$ cat src/rtl/sub_pkg.sv
// +----------------------------------------------------------------------------+
// | Module  : sub_pkg                                                          |
// | Brief   : Shared width default, sequencer state encoding and clog2 helper. |
// | Revision: 1.0  initial release                                             |
// +----------------------------------------------------------------------------+
`default_nettype none

package sub_pkg;

    localparam int SUB_W = 32;

    typedef enum logic [1:0] {
        IDLE = 2'd0,
        RUN  = 2'd1,
        DONE = 2'd2
    } state_t;

    // Index width never drops below one bit, even for a single-word operand.
    function automatic int clog2_min1(input int n);
        int r;
        r = 0;
        while ((1 << r) < n) r = r + 1;
        if (r < 1) r = 1;
        return r;
    endfunction

endpackage

`default_nettype wire

$ cat src/rtl/multiword_sub_sequencer.sv
// +----------------------------------------------------------------------------+
// | Module  : multiword_sub_sequencer                                          |
// | Brief   : Walks a WORDS x W operand pair through an external W-bit         |
// |           subtractor LSW first, chaining borrow, and returns the result.   |
// | Revision: 1.0  initial release                                             |
// +----------------------------------------------------------------------------+
`default_nettype none

module multiword_sub_sequencer
    import sub_pkg::*;
#(
    parameter int W     = SUB_W,
    parameter int WORDS = 2
) (
    input  logic               clk,
    input  logic               rst,
    input  logic               in_valid,
    output logic               in_ready,
    input  logic [WORDS*W-1:0] in_a,
    input  logic [WORDS*W-1:0] in_b,
    input  logic               in_bin,
    output logic [W-1:0]       sub_x,
    output logic [W-1:0]       sub_y,
    output logic               sub_b_in,
    input  logic [W-1:0]       sub_d,
    input  logic               sub_b_out,
    output logic               out_valid,
    input  logic               out_ready,
    output logic [WORDS*W-1:0] out_d,
    output logic               out_borrow,
    output logic               out_zero
);

    localparam int c_TOT_W = WORDS * W;
    localparam int c_IDX_W = clog2_min1(WORDS);
    localparam logic [c_IDX_W-1:0] c_LAST_IDX = c_IDX_W'(WORDS - 1);

    state_t               r_state;
    logic [c_IDX_W-1:0]   r_idx;
    logic                 r_borrow;
    logic [c_TOT_W-1:0]   r_a;
    logic [c_TOT_W-1:0]   r_b;
    logic [c_TOT_W-1:0]   r_d;
    logic                 r_out_valid;
    logic                 r_out_borrow;
    logic                 r_out_zero;

    int                   w_base;
    logic [c_TOT_W-1:0]   w_d_next;
    logic                 w_last;

    assign w_base = int'(r_idx) * W;
    assign w_last = (r_idx == c_LAST_IDX);

    // Subtractor inputs are parked at zero outside RUN so it sees no toggling.
    always_comb begin
        sub_x    = '0;
        sub_y    = '0;
        sub_b_in = 1'b0;
        w_d_next = r_d;
        if (r_state == RUN) begin
            sub_x    = r_a[w_base +: W];
            sub_y    = r_b[w_base +: W];
            sub_b_in = r_borrow;
            w_d_next[w_base +: W] = sub_d;
        end
    end

    always_ff @(posedge clk or posedge rst) begin
        if (rst) begin
            r_state      <= IDLE;
            r_idx        <= '0;
            r_borrow     <= 1'b0;
            r_a          <= '0;
            r_b          <= '0;
            r_d          <= '0;
            r_out_valid  <= 1'b0;
            r_out_borrow <= 1'b0;
            r_out_zero   <= 1'b0;
        end else begin
            case (r_state)
                IDLE: begin
                    if (in_valid) begin
                        r_a      <= in_a;
                        r_b      <= in_b;
                        r_borrow <= in_bin;
                        r_idx    <= '0;
                        r_state  <= RUN;
                    end
                end
                RUN: begin
                    r_d      <= w_d_next;
                    r_borrow <= sub_b_out;
                    // Final borrow lands only in the result flags, never back on word 0.
                    if (w_last) begin
                        r_state      <= DONE;
                        r_out_valid  <= 1'b1;
                        r_out_borrow <= sub_b_out;
                        r_out_zero   <= (w_d_next == '0);
                    end else begin
                        r_idx <= r_idx + c_IDX_W'(1);
                    end
                end
                DONE: begin
                    if (out_ready) begin
                        r_state      <= IDLE;
                        r_out_valid  <= 1'b0;
                        r_out_borrow <= 1'b0;
                        r_out_zero   <= 1'b0;
                    end
                end
                default: begin
                    r_state <= IDLE;
                end
            endcase
        end
    end

    assign in_ready   = (r_state == IDLE) && !rst;
    assign out_valid  = r_out_valid;
    assign out_d      = r_d;
    assign out_borrow = r_out_borrow;
    assign out_zero   = r_out_zero;

endmodule

`default_nettype wire

$ cat config.mk
export PLATFORM = sky130hd
export DESIGN_NAME = multiword_sub_sequencer
export DESIGN_NICKNAME = d
export VERILOG_FILES = /design/src/rtl/sub_pkg.sv /design/src/rtl/multiword_sub_sequencer.sv
export SDC_FILE = /design/constraint.sdc
export NUM_CORES = 1
export LEC_CHECK = 0
export ABC_AREA = 1
export ABC_CLOCK_PERIOD_IN_PS = 7100
export BUFFER_PORTS_ARGS = -buffer_cell sky130_fd_sc_hd__buf_2
export CAP_MARGIN = 20
export CORE_ASPECT_RATIO = 1.25
export CORE_MARGIN = 8
export CORE_UTILIZATION = 45
export CTS_CLUSTER_DIAMETER = 200
export DETAILED_ROUTE_END_ITERATION = 12
export PLACE_DENSITY_LB_ADDON = 0.12
export SYNTH_ARGS = -nofsm -noshare
export SYNTH_HDL_FRONTEND = slang
export SYNTH_SLANG_ARGS = --single-unit
export TNS_END_PERCENT = 30
$ cat constraint.sdc
create_clock -name clk -period 7.1 [get_ports clk]
set_input_delay 0.71 -clock clk [delete_from_list [all_inputs] [get_ports clk]]
set_output_delay 0.71 -clock clk [all_outputs]
set_load 0.05 [all_outputs]
==> flow_metrics.py, run 1 <==
metrics = {
    "detailed_routing": {
        "drtAntennaViolNets": 0,
        "drt_iter0_markers": 548,
        "drc_errors": 0,
        "via_per_inst": 4.90,
        "firstDrtPassIters": 8,
        "vias": 7985,
        "wl_per_cell_um": 16.7,
        "drt_wl_total_mm": 27.3,
    },
    "timing": {
        "holdWs_ns": 0.471,
        "setup_ws_ns": 3.16,
        "period_share_pct": 55.5,
        "rsz0062_at_grt": "no",
        "hold_violations": 0,
        "setup_tns_ns": 0,
        "finalClockSkew_ns": 0.0126,
        "worst_slew_pin_slew_ns": 0.952,
        "maxSlewViolCount": 0,
        "setup_violations": 0,
        "max_slew_margin_pct": 36.5,
        "fin_crit_ns": 3.94,
        "timing.fmax_ghz": 0.254,
    },
    "power": {
        "powerDensity_mw_per_mm2": 546,
        "p_total_mw": 6.01,
        "irDropWorstVdd_mv": 0.235,
        "leakagePower_nw": 6.14,
    },
    "placement": {
        "hpwl_mm": 19.6,
        "dpl_worst_slack_ns": 3.66,
        "io_buffers": 298,
        "place_congestion": 0.855,
    },
    "cts": {
        "ctsHtreeMaxLevel": 4,
        "cts-root-buf": "clkbuf_16",
        "cts_setup_buffers": 0,
        "clockBufferDepth": 2,
        "clk_pin_slew_worst_paths_ns": 0.07,
        "ctsHoldBuffers": 0,
        "tritoncts": "done",
        "clock_latency_ns": 0.43,
        "cts.sinks": 199,
        "cts_buffers": 17,
        "cts_resized": 0,
    },
    "layout": {
        "layout_commonest_cell": "nand2_1",
        "finalNetCount": 1511,
        "mostFrequentLayoutCells": "500 x nand2_1, 298 x buf_2, 198 x dfrtp_1, 94 x o21ai_0, 90 x inv_1",
        "syn_to_final_growth_pct": 25.2,
        "drive_above_1_share_pct": 25.6,
    },
    "yosys": {
        "synth_cell_types": 24,
        "synth_area_leaders": "dfrtp_1 57%, nand2_1 21%, o21ai_0 5.4%, inv_1 3.9%, o22ai_1 2.2%",
        "netlist_area_mm2": 0.00879,
        "synth_top_flop_cell": "dfrtp_1",
        "ys_ff_latch": 199,
        "synth_top_area_cell": "dfrtp_1",
        "syn-num-nets": 1249,
        "ys_async_sr_fraction_pct": 100,
        "syn_inst": 1083,
        "syn_area_per_cell_um2": 8.12,
        "ys_warn_count": 0,
        "synth-edff-count": 0,
        "synth_top_area_share_pct": 56.6,
        "seq_area_frac_synth_pct": 56.6,
    },
    "job": {
        "cap_violations": 0,
    },
    "floorplanning": {
        "die_y_um": 172,
        "coreArea_mm2": 0.0193,
        "rows": 57,
        "die_area_mm2": 0.0243,
        "io_pins": 299,
        "die_w_um": 141,
        "initial_core_util_pct": 45.5,
    },
    "global_route": {
        "use_met3_pct": 6.99,
        "antenna_found_initial": 9,
        "grt_pass1_vias": 8039,
        "grt_util_all_layers_pct": 22.5,
        "gr-usage-met2_pct": 38.3,
        "met1_usage_pct": 26.0,
        "grt.overflow.total": 0,
        "grt_max_degree": 133,
        "grt_pass1_wl_mm": 42.7,
        "top_usage_layer": "met2",
    },
    "worst_setup_path": {
        "endpoint_kind": "output port",
        "rr_endpoint": "out_zero",
        "reg2reg_from": "r_state[0]",
        "critPathArrivalTime_ns": 3.23,
        "worstSetupStartpointType": "flop",
        "endpoint": "sub_y[29]",
        "rr_worst_depth": 13,
        "rrSetupSlack_ns": 3.93,
        "worst_path_max_delay_cell": "dfrtp_1",
        "cp-startpoint": "r_state[0]",
        "worstPathMaxFanout": 55,
        "cpPeakStageDelay_ns": 0.97,
        "cp_cell_sequence": "inv_2 -> nor2_4 -> nand2_2 -> buf_4 -> o22ai_1 -> buf_2",
        "worstPathRequired_ns": 6.39,
        "path_class": "flop to output port",
    },
    "worst_hold_path": {
        "hold_class": "input port to flop",
    },
    "outcome": {
        "status": "finished, final reports clean",
    },
}
[Yosys cell counts, drive strengths merged (16+ instances only)]
master  instances
nand2         503
dfrtp         199
inv            95
o21ai          94
nor2           44
buf            35
o22ai          31
clkbuf         27
a22o           18
nand3          17
nand4          16
[worst max-delay path: cells and delay by family, from the launching register on]
family | cells | cell delay (ns)
simple gates | 2 | 0.79
flops | 1 | 0.97
buf+inv | 3 | 0.76
compound gates | 1 | 0.23
[cell families (layout without fill, tap and decap cells)]
group / Yosys count / count (layout) / synth area share, %
other: 0 / 8 / 0
AND/OR/NAND/NOR: 581 / 581 / 26.0
buffers and inverters: 157 / 432 / 7.69
AO/OA/AOI/OAI: 146 / 146 / 9.62
flip-flops: 199 / 199 / 56.6
[final cells by class]
type	instances	area, µm²
clock inverter	13	169
tap	265	332
clock buffer	19	433
sequential	199	4980
multi-input combinational	727	3140
inverter	95	367
fill	1862	8320
timing repair buffer	305	1560
antenna	8	20.0
[sequential cells by signal, indices dropped and copies added (netlist names)]
name and flops:
out_d 64, r_idx 1, r_borrow 1, out_zero 1, r_state 2, r_b 64, out_valid 1, r_a 64
out_borrow 1
[per-stage QoR]
step           util (%)  std cells  instance area [µm²]
6_report           56.9       1631                11000
5_1_grt            56.9       1629                11000
4_1_cts            56.7       1622                11000
3_5_place_dp       53.6       1590                10400
3_3_place_gp       53.6       1590                10400
2_1_floorplan         -       1083                 8790
[power breakdown]
| part | internal [mW] | switching, mW | leakage [nW] |
|---|---|---|---|
| Combinational | 0.713 | 2.34 | 3.41 |
| Sequential | 1.67 | 0.289 | 2.45 |
| Clock | 0.560 | 0.433 | 0.281 |
[routing by layer]
layer | vias to the layer above | wire length [µm]
li1 | 3913 | -
met1 | 3720 | 10600
met2 | 299 | 13700
met3 | 47 | 2090
met4 | 6 | 802
met5 | - | 41
[worst min-delay path by stage]
stage,to,start,cells after the start
global route,r_a[27],in_a[27],3
global placement,out_valid,out_valid,2
finish,r_a[27],in_a[27],3
CTS,r_a[27],in_a[27],3
floorplan,r_a[32],r_a[32],2
detailed placement,r_a[43],r_a[43],2
Note: power is estimated with default switching activity, not from simulation.
==> run 2, diff against run 1 <==
--- a/config.mk
+++ b/config.mk
@@ -6,7 +6,7 @@
 export NUM_CORES = 1
 export LEC_CHECK = 0
 export ABC_AREA = 1
-export ABC_CLOCK_PERIOD_IN_PS = 7100
+export ABC_CLOCK_PERIOD_IN_PS = 4040
 export BUFFER_PORTS_ARGS = -buffer_cell sky130_fd_sc_hd__buf_2
 export CAP_MARGIN = 20
 export CORE_ASPECT_RATIO = 1.25
==> constraint.sdc (replaced) <==
create_clock -name clk -period 4.04 [get_ports clk]
set_input_delay 0.404 -clock clk [delete_from_list [all_inputs] [get_ports clk]]
set_output_delay 0.404 -clock clk [all_outputs]
set_load 0.05 [all_outputs]
==> run 2 against run 1 <==
Count of clock-buffer cells in the layout increased by 1. Sequential power is 75% higher. Flip-flop and latch count is the same. Via count barely moved. First-iteration DRC count decreased by 12%. Combinational power increased by 77%. Critical endpoint is now sub_x[5]. Largest power group unchanged. Highest routed layer unchanged.
==> flow_metrics.py, run 2 (same netlist as run 1, synthesis figures left out) <==
metrics = {
    "timing": {
        "timing.fmax_ghz": 0.309,
        "worst_slew_pin_slew_ns": 0.792,
        "hold_violations": 0,
        "finalClockSkew_ns": 0.0111,
        "max_slew_margin_pct": 47.1,
        "fin_crit_ns": 3.23,
        "rsz0062_at_grt": "no",
        "holdWs_ns": 0.148,
        "period_share_pct": 80.1,
        "setup_ws_ns": 0.806,
        "setup_violations": 0,
        "setup_tns_ns": 0,
        "maxSlewViolCount": 0,
    },
    "layout": {
        "utilization_pct": 57.0,
        "stdcell_area_mm2": 0.0110,
        "final_cells": 1629,
        "drive_above_1_share_pct": 25.8,
        "layout_commonest_cell": "nand2_1",
        "finalNetCount": 1515,
        "mostFrequentLayoutCells": "500 x nand2_1, 298 x buf_2, 198 x dfrtp_1, 94 x o21ai_0, 90 x inv_1",
        "syn_to_final_growth_pct": 25.4,
    },
    "worst_setup_path": {
        "endpoint": "sub_x[5]",
        "cp-startpoint": "r_state[1]",
        "rrSetupSlack_ns": 1.38,
        "worstPathMaxFanout": 40,
        "rr_worst_depth": 11,
        "path_class": "flop to output port",
        "worstSetupStartpointType": "flop",
        "endpoint_kind": "output port",
        "rr_endpoint": "out_zero",
        "reg2reg_from": "r_state[1]",
        "worstPathRequired_ns": 3.64,
        "critPathArrivalTime_ns": 2.83,
    },
    "cts": {
        "cts.sinks": 199,
        "cts_resized": 0,
        "cts_buffers": 17,
        "ctsHtreeMaxLevel": 4,
        "tritoncts": "done",
        "cts-root-buf": "clkbuf_16",
        "clk_pin_slew_worst_paths_ns": 0.07,
        "ctsHoldBuffers": 0,
        "clock_latency_ns": 0.43,
        "clockBufferDepth": 2,
        "cts_setup_buffers": 0,
    },
    "global_route": {
        "grt_pass1_vias": 8121,
        "grt_util_all_layers_pct": 22.9,
        "grt_pass1_wl_mm": 43.3,
        "antenna_found_initial": 5,
        "grt.overflow.total": 0,
        "grt_max_degree": 110,
    },
    "placement": {
        "hpwl_mm": 19.7,
        "place_congestion": 0.836,
        "placed_cell_area_mm2": 0.0104,
        "placedCellCount": 1595,
        "io_buffers": 298,
        "dpl_worst_slack_ns": 1.24,
    },
    "detailed_routing": {
        "drtAntennaViolNets": 0,
        "via_per_inst": 4.90,
        "vias": 7983,
        "drt_wl_total_mm": 27.5,
        "drt_iter0_markers": 484,
        "firstDrtPassIters": 7,
        "drc_errors": 0,
        "wl_per_cell_um": 16.9,
    },
    "floorplanning": {
        "die_w_um": 141,
        "die_area_mm2": 0.0243,
        "initial_core_util_pct": 45.5,
        "coreArea_mm2": 0.0193,
        "die_y_um": 172,
        "io_pins": 299,
        "rows": 57,
    },
    "power": {
        "p_total_mw": 10.6,
        "leakagePower_nw": 6.17,
        "irDropWorstVdd_mv": 0.391,
        "powerDensity_mw_per_mm2": 958,
    },
    "job": {
        "cap_violations": 0,
    },
    "worst_hold_path": {
        "hold_class": "input port to async pin",
    },
    "outcome": {
        "status": "finished, final reports clean",
    },
}
[run 2: cell count changes in the layout (fill, tap and decap cells not counted)]
cell and delta:
buf_16 -1, bufinv_16 -2, clkbuf_1 -1, inv_6 -1, clkbuf_8 +2, clkinvlp_4 -3
clkinv_4 +4, buf_12 +3, diode_2 -6, buf_4 +2, clkinv_2 -1, inv_8 +2
[run 2: area by class of cell]
cell class / count / area [µm²]
fillers: 1870 / 8310
diodes: 2 / 5.00
flip-flops and latches: 199 / 4980
clock inverters: 12 / 134
well taps: 265 / 332
multi-input cells: 727 / 3140
repair buffers: 309 / 1610
clock buffers: 20 / 457
inverters: 95 / 363
[run 2: routing by layer]
layer,up-vias,global-route usage (%),wire length (µm)
met5,-,0,40
met2,285,38.8,13800
met4,8,9.50,910
li1,3924,-,-
met3,56,6.74,2030
met1,3710,27.0,10800
[run 2: worst max-delay path: stages (launching register included)]
cell	delay, ns
dfrtp_1	0.45
inv_2	0.34
nand3_4	0.34
inv_2	0.69
nand2_1	0.12
o21ai_0	0.14
buf_2	0.31
[run 2: worst min-delay path by stage]
stage	startpoint	to	slack, ns	cells after the start
3_5_place_dp	out_valid	out_valid	0.46	2
3_3_place_gp	out_valid	out_valid	0.45	2
4_1_cts	rst	r_b[27]	0.14	2
2_1_floorplan	r_a[32]	r_a[32]	0.45	2
5_1_grt	in_a[23]	r_a[23]	0.15	3
6_report	rst	r_b[26]	0.15	2
[run 2: report_power, final]
part | total [mW] | leakage (nW) | switching (mW) | internal [mW]
clock network | 1.70 | 0.292 | 0.789 | 0.909
logic | 5.43 | 3.42 | 4.17 | 1.27
registers | 3.43 | 2.45 | 0.490 | 2.94
total | 10.6 | 6.17 | 5.44 | 5.11
